### config.mk
export PLATFORM = sky130hd
export DESIGN_NAME = fifo_share_ctrl
export DESIGN_NICKNAME = d
export VERILOG_FILES = /design/src/rtl/fifo_share_ctrl.sv
export SDC_FILE = /design/constraint.sdc
export NUM_CORES = 1
export LEC_CHECK = 0
export CORE_ASPECT_RATIO = 1.2
export CORE_MARGIN = 2
export CORE_UTILIZATION = 44
export CTS_CLUSTER_DIAMETER = 200
export DETAILED_ROUTE_END_ITERATION = 10
export PLACE_DENSITY = 0.95
export SLEW_MARGIN = 20
export SYNTH_ARGS = -nofsm -noshare
export SYNTH_HDL_FRONTEND = slang
export SYNTH_SLANG_ARGS = --single-unit
### constraint.sdc
create_clock -name clk -period 4.6 [get_ports clk]
set_input_delay 0.69 -clock clk [delete_from_list [all_inputs] [get_ports clk]]
set_output_delay 0.69 -clock clk [all_outputs]
set_load 0.02 [all_outputs]
### src/rtl/fifo_share_ctrl.sv
// fifo_share_ctrl: round-robin write arbitration of NUM_REQ producers onto a
// single shared FIFO, with read/write enables gated by a local occupancy count.
module fifo_share_ctrl #(
    parameter  int NUM_REQ    = 4,
    parameter  int DATA_WIDTH = 8,
    parameter  int FIFO_DEPTH = 16,
    localparam int CW         = $clog2(FIFO_DEPTH) + 1,
    localparam int PW         = (NUM_REQ > 1) ? $clog2(NUM_REQ) : 1
) (
    input  logic                          clk,
    input  logic                          reset,
    input  logic [NUM_REQ-1:0]            req,
    input  logic [NUM_REQ*DATA_WIDTH-1:0] req_data,
    output logic [NUM_REQ-1:0]            gnt,
    input  logic                          rd_req,
    output logic                          rd_valid,
    output logic                          fifo_w_en,
    output logic [DATA_WIDTH-1:0]         fifo_d_in,
    output logic                          fifo_r_en,
    output logic [CW-1:0]                 count,
    output logic                          full,
    output logic                          empty
);

    logic [PW-1:0] r_ptr;
    logic [CW-1:0] r_count;
    logic          r_rd_valid;

    logic          w_wr_ok;
    logic          w_found;
    logic [PW-1:0] w_gnt_idx;
    logic [PW-1:0] w_ptr_next;

    assign full      = (r_count == CW'(FIFO_DEPTH));
    assign empty     = (r_count == '0);
    assign count     = r_count;
    assign rd_valid  = r_rd_valid;

    // A read at full does not free a slot in the same cycle, so writes are
    // gated purely on the registered count.
    assign w_wr_ok   = ~full & ~reset;
    assign fifo_r_en = rd_req & ~empty & ~reset;
    assign fifo_w_en = w_found;

    // Round-robin scan starting at r_ptr; first asserted request wins.
    always_comb begin
        int unsigned idx;
        gnt       = '0;
        w_found   = 1'b0;
        w_gnt_idx = '0;
        idx       = 0;
        if (w_wr_ok) begin
            for (int unsigned k = 0; k < NUM_REQ; k++) begin
                idx = 32'(r_ptr) + k;
                if (idx >= NUM_REQ) begin
                    idx = idx - NUM_REQ;
                end
                if (!w_found && req[idx]) begin
                    w_found   = 1'b1;
                    gnt[idx]  = 1'b1;
                    w_gnt_idx = PW'(idx);
                end
            end
        end
    end

    // Data mux for the granted producer and wrapped pointer successor.
    always_comb begin
        fifo_d_in  = '0;
        w_ptr_next = r_ptr;
        if (w_found) begin
            fifo_d_in = req_data[32'(w_gnt_idx)*DATA_WIDTH +: DATA_WIDTH];
            if (32'(w_gnt_idx) == NUM_REQ - 1) begin
                w_ptr_next = '0;
            end else begin
                w_ptr_next = w_gnt_idx + 1'b1;
            end
        end
    end

    // Pointer, occupancy and read-valid state.
    always_ff @(posedge clk or posedge reset) begin
        if (reset) begin
            r_ptr      <= '0;
            r_count    <= '0;
            r_rd_valid <= 1'b0;
        end else begin
            r_ptr      <= w_ptr_next;
            r_rd_valid <= fifo_r_en;
            case ({fifo_w_en, fifo_r_en})
                2'b10:   r_count <= r_count + 1'b1;
                2'b01:   r_count <= r_count - 1'b1;
                default: r_count <= r_count;
            endcase
        end
    end

endmodule

==> results of run 1 <==
metal layers:
metal	vias to the layer above	GRT usage
li1	611	-
met1	604	0.2403
met2	89	0.4195
met3	15	0.04612
met4	0	0.1053
met5	-	0
flip-flops by register name (all words and copies together) (netlist names):
| name | count |
|---|---|
| rd_valid | 1 |
| r_ptr | 2 |
| count | 5 |
worst max-delay path, cell delays in order:
cell and delay, ns:
clkdlybuf4s50_1 0.56, mux4_2 0.62, clkinv_2 0.09, a21oi_2 0.09, o21ai_4 0.53, mux2i_1 0.16
o22ai_1 0.19, clkdlybuf4s50_1 0.64
stage by stage:
step,area (µm²),setup WS [ns],cells,hold slack [ns]
final,1802,0.3283,222,0.5841
after global routing,1802,0.1539,222,0.6149
after CTS,1802,0.3309,222,0.5786
after detailed placement,1779,0.3499,219,0.5635
after global placement,1779,0.4511,219,0.5325
after floorplan,1210,1.260,134,0.5057
cell usage in the layout (no fill, tap or decap), types with 2 or more instances in the layout:
cell type and count:
nor2_1 4, clkbuf_4 3, a21oi_1 3, o22ai_1 9, buf_4 2, nand3_1 3, inv_1 6, mux2i_1 19
clkdlybuf4s50_1 60, dfrtp_1 8, nand2_1 5, xor2_1 3, mux4_2 2, xnor2_1 4, a22oi_1 8, and2_1 5
nor3b_1 2, nor3_1 3, ha_1 8, a21o_1 5, o21ai_0 8
cell type report:
class | count | area [µm²] | share of cell area
clock buffers | 3 | 22.52 | 0.01250
multi-input cells | 108 | 890.9 | 0.4944
well taps | 33 | 41.29 | 0.02292
repair buffers | 62 | 615.6 | 0.3417
flip-flops and latches | 8 | 200.2 | 0.1111
inverters | 8 | 31.28 | 0.01736
power groups by stage:
stage / sequential [µW] / combinational, µW / clock (µW)
3_3_place_gp: 150 / 958 / 0
4_1_cts: 153 / 1010 / 54.1
2_1_floorplan: 168 / 725 / 0
5_1_grt: 160 / 1090 / 57.7
6_report: 154 / 1010 / 53.6
3_5_place_dp: 154 / 1000 / 0
how the worst min path moves through the flow:
stage,start,to,slack [ns],cells past startpoint
global route,count[0]$_DFFE_PP0P_,count[0]$_DFFE_PP0P_,0.61,1
detailed placement,count[3]$_DFFE_PP0P_,count[3]$_DFFE_PP0P_,0.56,2
finish,count[3]$_DFFE_PP0P_,count[3]$_DFFE_PP0P_,0.58,2
CTS,count[4]$_DFFE_PP0P_,count[4]$_DFFE_PP0P_,0.58,1
floorplan,reset,count[0]$_DFFE_PP0P_,0.51,1
global placement,count[4]$_DFFE_PP0P_,count[4]$_DFFE_PP0P_,0.53,1
cell families (layout without fill, tap and decap cells):
logic type / Yosys count / count (layout) / synth area share
simple gates: 29 / 29 / 0.1313
flops: 8 / 8 / 0.1655
mux: 23 / 23 / 0.2223
fa+ha+maj: 9 / 9 / 0.09928
xor+xnor: 7 / 7 / 0.05067
compound gates: 40 / 40 / 0.2327
buf+inv: 18 / 73 / 0.09823
==> reports/metrics.csv, run 1 <==
metric,value,unit
crit_arrival,3.58,ns
routed-wl-met2,1818,µm
core-area,2577,µm²
routed.top_layer,met4,
synth_flop_cell,dfrtp_1,
cts_tree,built,
fin_nets,239,
hold_viol_final,0,
synth_seq_cells,8,
first_pass_iters,5,
finalCritPeriodShare,0.9286,
worstPathMaxFanout,16,
ys_seq_area_frac,0.1655,
critPathKind,primary input to output pin,
drc,0,
cp-start-kind,primary input,
wl_per_cell,15.51,µm
synth_edf_count,0,
combPwrFrac,0.829,
ir_drop,0.0003951,V
max-slew-margin-rel,0.5720,
status,finished clean,
cts.clk_slew.worst_paths,0.05,ns
cts.path.max_buffers,2,
final_util,0.6990,
finalSetupViolCount,0,
hpwl,2780,µm
grt_overflow,0,
cts_sinks,8,
slew_viol_final,0,
drv_cap,0,
io_pins,61,
cts-root-buf,clkbuf_4,
syn-mean-instance-area,9.029,µm²
fmax,234.1,MHz
ys.warnings.count,0,
wl_met3,274,µm
netSwitchingFraction,0.4940,
synth.net_count,182,
post_cts_buffers,0,
tightest_slew,0.6396,ns
worstSetupEndpointType,output pin,
r2r-start,count[0]$_DFFE_PP0P_,
synth.top_cell.area_share,0.1655,
ant_nets,0,
power_switching,601.3,µW
synthArstFlopShare,1.000,
reg2regPathDepth,10,
die-area,3187,µm²
vias_per_cell,5.941,
rsz0062_at_grt,no,
first_global_vias,1236,
htree_levels,1,
hp-class,flop to flop,
wl,3443,µm
drt_iter0_drc,34,
grt_pass1_wl,5375,µm
endpoint,fifo_d_in[7],
area_growth,48.91,%
synth_area_leaders,"dfrtp_1 17%, mux2i_1 16%, ha_1 8.3%, a22oi_1 5.0%, o22ai_1 4.7%",
cp_data_required_time,3.91,ns
startpoint,req[2],
total_power,1217,µW
fin_setup_tns,0,ns
antenna_found_initial,0,
antenna_cells,0,
n_fill_cell,192,
post-synth-top-count-cell,mux2i_1,
gp_congestion,0.7959,
cts_hold_buf,0,
fin_skew,0.002139,ns
ctsResizeCount,0,
synth_commonest_cells,"19 x mux2i_1, 9 x o22ai_1",
insertion_delay,0.26,ns
syn_inst,134,
p_int,616.0,µW
synth.distinct_cells,43,
numPortBuffers,60,
mappedNetlistArea,1210,µm²
start_util,0.4694,
rrSetupSlack,1.61,ns
seq_power_share,0.127,
reg2reg_to,count[4]$_DFFE_PP0P_,
min_period,4.272,ns
vias,1319,
p_clk_frac,0.044,
grt_max_degree,17,
drive_above_1_share,0.07937,
die_width,51.87,µm
numCtsBuffers,3,
grt_use_total,0.2244,
synth.largest_area_cell,dfrtp_1,
met1Wirelength,1231,µm
p_per_area,675.7,nW/µm²
rows,20,
p_leak,0.0007566,µW
dieHeight,61.45,µm
No activity file was read; power rests on OpenSTA's default activity.
==> run 2: changes to the inputs <==
--- a/config.mk
+++ b/config.mk
@@ -5,12 +5,11 @@
 export SDC_FILE = /design/constraint.sdc
 export NUM_CORES = 1
 export LEC_CHECK = 0
-export CORE_ASPECT_RATIO = 1.2
 export CORE_MARGIN = 2
 export CORE_UTILIZATION = 44
 export CTS_CLUSTER_DIAMETER = 200
 export DETAILED_ROUTE_END_ITERATION = 10
-export PLACE_DENSITY = 0.95
+export PLACE_DENSITY = 0.87
 export SLEW_MARGIN = 20
 export SYNTH_ARGS = -nofsm -noshare
 export SYNTH_HDL_FRONTEND = slang
==> run 2 against run 1 <==
Clock-buffer cell count stayed put. Sequential power hardly changed. Clock power is 2% lower. Core utilization is 2.9 points lower. Final cell count is 0.90% lower. Die area hardly changed. Non-clock buffer count stayed put. Register-to-register slack better by 0.08 ns.
==> reports/metrics.csv, run 2 (synthesized netlist as in run 1, its figures left out) <==
metric,value,unit
insertion_delay,0.25,ns
hold_depth,1,
numCtsBuffers,3,
first_global_vias,1216,
grt_use_total,0.2106,
ant_nets,0,
start_util,0.4504,
fin_nets,239,
first_pass_iters,4,
grt_overflow,0,
critPathKind,primary input to output pin,
die_width,56.44,µm
cts_hold_buf,0,
dp_slack,0.3687,ns
numPortBuffers,60,
grt_max_degree,17,
io_pins,61,
p_leak,0.0007566,µW
antenna_cells,0,
rsz0062_at_grt,no,
cp_common_cell,clkdlybuf4s50_1,
worstSetupEndpointType,output pin,
tightest_slew,0.6393,ns
fin_ws,0.3660,ns
min_period,4.234,ns
grt_pass1_wl,5471,µm
gp_congestion,0.7598,
drv_cap,0,
core-area,2686,µm²
reg2regPathDepth,10,
drt_iter0_drc,30,
slew_viol_final,0,
max-slew-margin-rel,0.5722,
final_common_cell,clkdlybuf4s50_1,
hpwl,2599,µm
vias_per_cell,5.627,
drc,0,
finalCritPeriodShare,0.9204,
rows,19,
largest_register_ffs,5,
wl_per_cell,15.08,µm
hold_viol_final,0,
wl,3317,µm
antenna_found_initial,0,
area_growth,48.71,%
dieHeight,56.44,µm
fin_skew,0.001598,ns
status,finished clean,
fin_setup_tns,0,ns
p_per_area,669.2,nW/µm²
cts_tree,built,
layout_common_cells,"60 x clkdlybuf4s50_1, 19 x mux2i_1, 9 x o22ai_1",
fmax,236.2,MHz
cp_data_required_time,3.91,ns
ir_drop,0.0004918,V
post_cts_buffers,0,
cp_cell_sequence,"clkdlybuf4s50_1, mux4_2, clkinv_2, a21oi_2, o21ai_4, mux2i_1, o22ai_1, clkdlybuf4s50_1",
htree_levels,1,
cts-root-buf,clkbuf_4,
finalSetupViolCount,0,
cp-start-kind,primary input,
cts.path.max_buffers,2,
cts_sinks,8,
cts.clk_slew.worst_paths,0.05,ns
cpPeakStageDelay,0.63,ns
drive_above_1_share,0.07937,
ctsResizeCount,0,
die-area,3185,µm²
slowest_stage,clkdlybuf4s50_1,
hp-class,flop to flop,
crit_arrival,3.54,ns
vias,1238,
worstPathMaxFanout,16,
==> run 2: path summary, 6_finish.rpt <==
kind | from | end | slack, ns
setup / recovery | req[0] | fifo_d_in[4] | 0.37
hold / removal | count[4]$_DFFE_PP0P_ | count[4]$_DFFE_PP0P_ | 0.55
setup reg to reg | count[0]$_DFFE_PP0P_ | count[4]$_DFFE_PP0P_ | 1.69
hold reg to reg | count[4]$_DFFE_PP0P_ | count[4]$_DFFE_PP0P_ | 0.55
max in group asynchronous | reset | count[2]$_DFFE_PP0P_ | 3.61
min in group asynchronous | reset | count[1]$_DFFE_PP0P_ | 0.76
==> run 2: cell type report <==
type / count / area, µm²
Inverter: 8 / 31.28
Tap cell: 31 / 38.79
Clock buffer: 3 / 22.52
Timing Repair Buffer: 62 / 615.6
Sequential cell: 8 / 200.2
Fill cell: 216 / 887.1
Multi-Input combinational cell: 108 / 890.9
==> run 2: critical path: cells and delay by family <==
kind / cells / cell delay, ns
multiplexers: 2 / 0.76
buffers and inverters: 3 / 1.29
AO/OA/AOI/OAI: 3 / 0.80
==> run 2: per-layer routing <==
| layer | track usage | vias up | wire length [µm] |
|---|---|---|---|
| li1 | - | 610 | - |
| met1 | 0.2761 | 596 | 1434 |
| met2 | 0.3605 | 28 | 1743 |
| met3 | 0.02995 | 4 | 120 |
| met4 | 0.05442 | 0 | 19 |
| met5 | 0 | - | 0 |
==> run 2: where the power goes <==
group / total [µW] / switching, µW / internal, µW / leakage (µW)
sequential: 154 / 49.2 / 105 / 0.0000965
clock: 52.7 / 22.9 / 29.8 / 0.0000138
combinational: 997 / 516 / 482 / 0.000646
==> run 2: through the flow <==
stage          hold slack [ns]  instance area [µm²]  utilization  instances  power, µW
2_1_floorplan           0.5057                 1210            -        134      892.9
3_3_place_gp            0.5250                 1777       0.6614        217       1115
3_5_place_dp            0.5405                 1777       0.6614        217       1143
4_1_cts                 0.5476                 1799       0.6698        220       1202
5_1_grt                 0.5837                 1799       0.6698        220       1296
6_report                0.5532                 1799       0.6698        220       1204
==> run 3: changes to the inputs <==
--- a/config.mk
+++ b/config.mk
@@ -5,8 +5,9 @@
 export SDC_FILE = /design/constraint.sdc
 export NUM_CORES = 1
 export LEC_CHECK = 0
+export ABC_AREA = 1
 export CORE_MARGIN = 2
-export CORE_UTILIZATION = 44
+export CORE_UTILIZATION = 47
 export CTS_CLUSTER_DIAMETER = 200
 export DETAILED_ROUTE_END_ITERATION = 10
 export PLACE_DENSITY = 0.87
==> run 3 against run 2 <==
Die area is 12% higher. Clock power is 6.8% higher. Core utilization rose by 2.1 points. Global-route usage is 0.21 points higher. First-iteration DRC count grew 100%. Wire length increased by 6.0%. Critical path depth increased by 4. Synthesized cell count grew 70%.
==> reports/metrics.csv, run 3 <==
metric,value,unit
ant_nets,0,
fin_area,2073,µm²
combPwrFrac,0.843,
grt_overflow,0,
syn_inst,228,
cp_cell_sequence,"inv_8, ha_1, inv_1, nand3_1, nand2_1, nand3b_2, nand3_1, nand2_4, inv_2, nand3_1, a21oi_1, clkdlybuf4s50_1",
core-area,3003,µm²
io_pins,61,
die_width,59.72,µm
synth_area_leaders,"dfrtp_1 14%, inv_1 13%, nand2_1 10%, nand3_1 9.6%, ha_1 6.9%",
largest_register_ffs,5,
ys.warnings.count,0,
synthArstFlopShare,1.000,
numCtsBuffers,3,
fin_setup_tns,0,ns
synth_xor_xnor_area_share,0.01201,
worstSetupEndpointType,output pin,
hp-class,flop to flop,
synth.top_cell.area_share,0.1372,
finalSetupViolCount,0,
rrSetupSlack,1.32,ns
routed-wl-met2,1771,µm
final_common_cell,clkdlybuf4s50_1,
antenna_found_initial,0,
met1Wirelength,1583,µm
fin_hold_ws,0.5556,ns
regArea,200.2,µm²
mappedNetlistArea,1459,µm²
cp-start-kind,flop,
drc,0,
start_util,0.4858,
cp_common_cell,nand3_1,
numPortBuffers,60,
gp_congestion,0.9399,
rows,20,
tightest_slew,0.4967,ns
drt_iter0_drc,60,
p_per_area,681.3,nW/µm²
cts.clk_slew.worst_paths,0.06,ns
place_inst,316,
post_cts_buffers,0,
wl_met3,141,µm
hold_viol_final,0,
syn-mean-instance-area,6.399,µm²
synth_top_family_by_area,simple AND/OR/NAND/NOR gates,
synth.net_count,276,
dieHeight,59.72,µm
n_fill_cell,262,
fmax,252.8,MHz
cts_sinks,8,
synth_flop_cell,dfrtp_1,
synth_seq_cells,8,
first_pass_iters,4,
ctsResizeCount,0,
muxShareOfSynthArea,0,
slowest_stage,dfrtp_1,
crit_arrival,3.27,ns
ys_seq_area_frac,0.1372,
wl_per_cell,11.02,µm
cts-root-buf,clkbuf_4,
cpPeakStageDelay,0.65,ns
synth_commonest_cells,"50 x inv_1, 40 x nand2_1, 28 x nand3_1",
vias,1614,
slew_viol_final,0,
grt_use_total,0.2126,
finalNonFillerCells,319,
insertion_delay,0.26,ns
layout_common_cells,"60 x clkdlybuf4s50_1, 50 x inv_1, 40 x nand2_1",
critPathKind,flop to output pin,
cts_hold_buf,0,
p_leak,0.001107,µW
synth_compound_area_frac,0.1501,
synth_edf_count,0,
wl,3515,µm
place_area,2051,µm²
hpwl,2845,µm
grt_pass1_wl,6051,µm
vias_per_cell,5.060,
routed.top_layer,met4,
synth.distinct_cells,29,
grt_max_degree,21,
netSwitchingFraction,0.5755,
synthAdderAreaFrac,0.08233,
finalCritPeriodShare,0.8599,
status,finished clean,
drive_above_1_share,0.1119,
p_int,599.6,µW
synth.largest_area_cell,dfrtp_1,
p_clk_frac,0.040,
cts.path.max_buffers,2,
seq_power_share,0.117,
fin_skew,0.0007058,ns
area_growth,42.11,%
drv_cap,0,
max-slew-margin-rel,0.6688,
first_global_vias,1441,
synth-simple-area-share,0.4357,
die-area,3566,µm²
fin_nets,336,
post-synth-top-count-cell,inv_1,
worstPathMaxFanout,11,
power_switching,813.0,µW
rsz0062_at_grt,no,
htree_levels,1,
ir_drop,0.0003080,V
multiInputGateArea,992.2,µm²
cts_tree,built,
antenna_cells,0,
min_period,3.956,ns
cp_data_required_time,3.91,ns
-- run 3: cell count changes after synthesis, moves of 9 or more --
cell | previous run | this run
a21oi_1 | 3 | 15
inv_1 | 6 | 50
mux2i_1 | 19 | 0
nand3_1 | 3 | 28
nand2_1 | 5 | 40
o22ai_1 | 9 | 0
nand3_2 | 0 | 10
-- run 3: cell families (layout without fill, tap and decap cells) --
logic type | Yosys count | in the layout
buf+inv | 60 | 118
xor+xnor | 2 | 2
simple gates | 110 | 110
compound gates | 39 | 39
fa+ha+maj | 9 | 9
flops | 8 | 8
-- run 3: metal layers --
layer	vias up	global-route usage
met5	-	0
met4	0	0.04444
met3	2	0.01948
met2	47	0.3727
met1	720	0.2827
li1	845	-
-- run 3: path summary, 6_finish.rpt --
kind	start	to	cells past startpoint
min in group asynchronous	reset	count[4]$_DFFE_PP0P_	2
max	r_ptr[0]$_DFFE_PP0P_	fifo_d_in[2]	12
max in group asynchronous	reset	rd_valid$_DFF_PP0_	2
min	count[4]$_DFFE_PP0P_	count[4]$_DFFE_PP0P_	1
max reg2reg	r_ptr[0]$_DFFE_PP0P_	count[4]$_DFFE_PP0P_	15
min reg2reg	count[4]$_DFFE_PP0P_	count[4]$_DFFE_PP0P_	1
-- run 3: power by group through the flow --
stage | sequential (µW) | clock (µW) | combinational [µW]
after floorplan | 170 | 0 | 867
after global placement | 166 | 0 | 1170
after detailed placement | 166 | 0 | 1190
after CTS | 166 | 56.5 | 1190
after global routing | 173 | 58.9 | 1320
final | 166 | 56.3 | 1190
-- run 3: area by class of cell --
| cell class | instances | share of cell area |
|---|---|---|
| sequential | 8 | 0.09656 |
| multi-input combinational | 160 | 0.4786 |
| inverter | 55 | 0.1044 |
| timing repair buffer | 60 | 0.2897 |
| tap | 33 | 0.01992 |
| clock buffer | 3 | 0.01086 |
-- run 3: worst max-delay path: cells and delay by family, from the launching register on --
family | cells | cell delay [ns]
compound gates | 1 | 0.15
fa+ha+maj | 1 | 0.36
buf+inv | 4 | 0.99
flops | 1 | 0.65
simple gates | 6 | 0.86
-- run 3: per-stage QoR --
stage,total power (µW),util,worst slack (ns)
2_1_floorplan,1038,-,1.663
3_3_place_gp,1333,0.6829,0.7083
3_5_place_dp,1353,0.6829,0.6945
4_1_cts,1412,0.6904,0.6368
5_1_grt,1554,0.6904,0.4143
6_report,1413,0.6904,0.6444
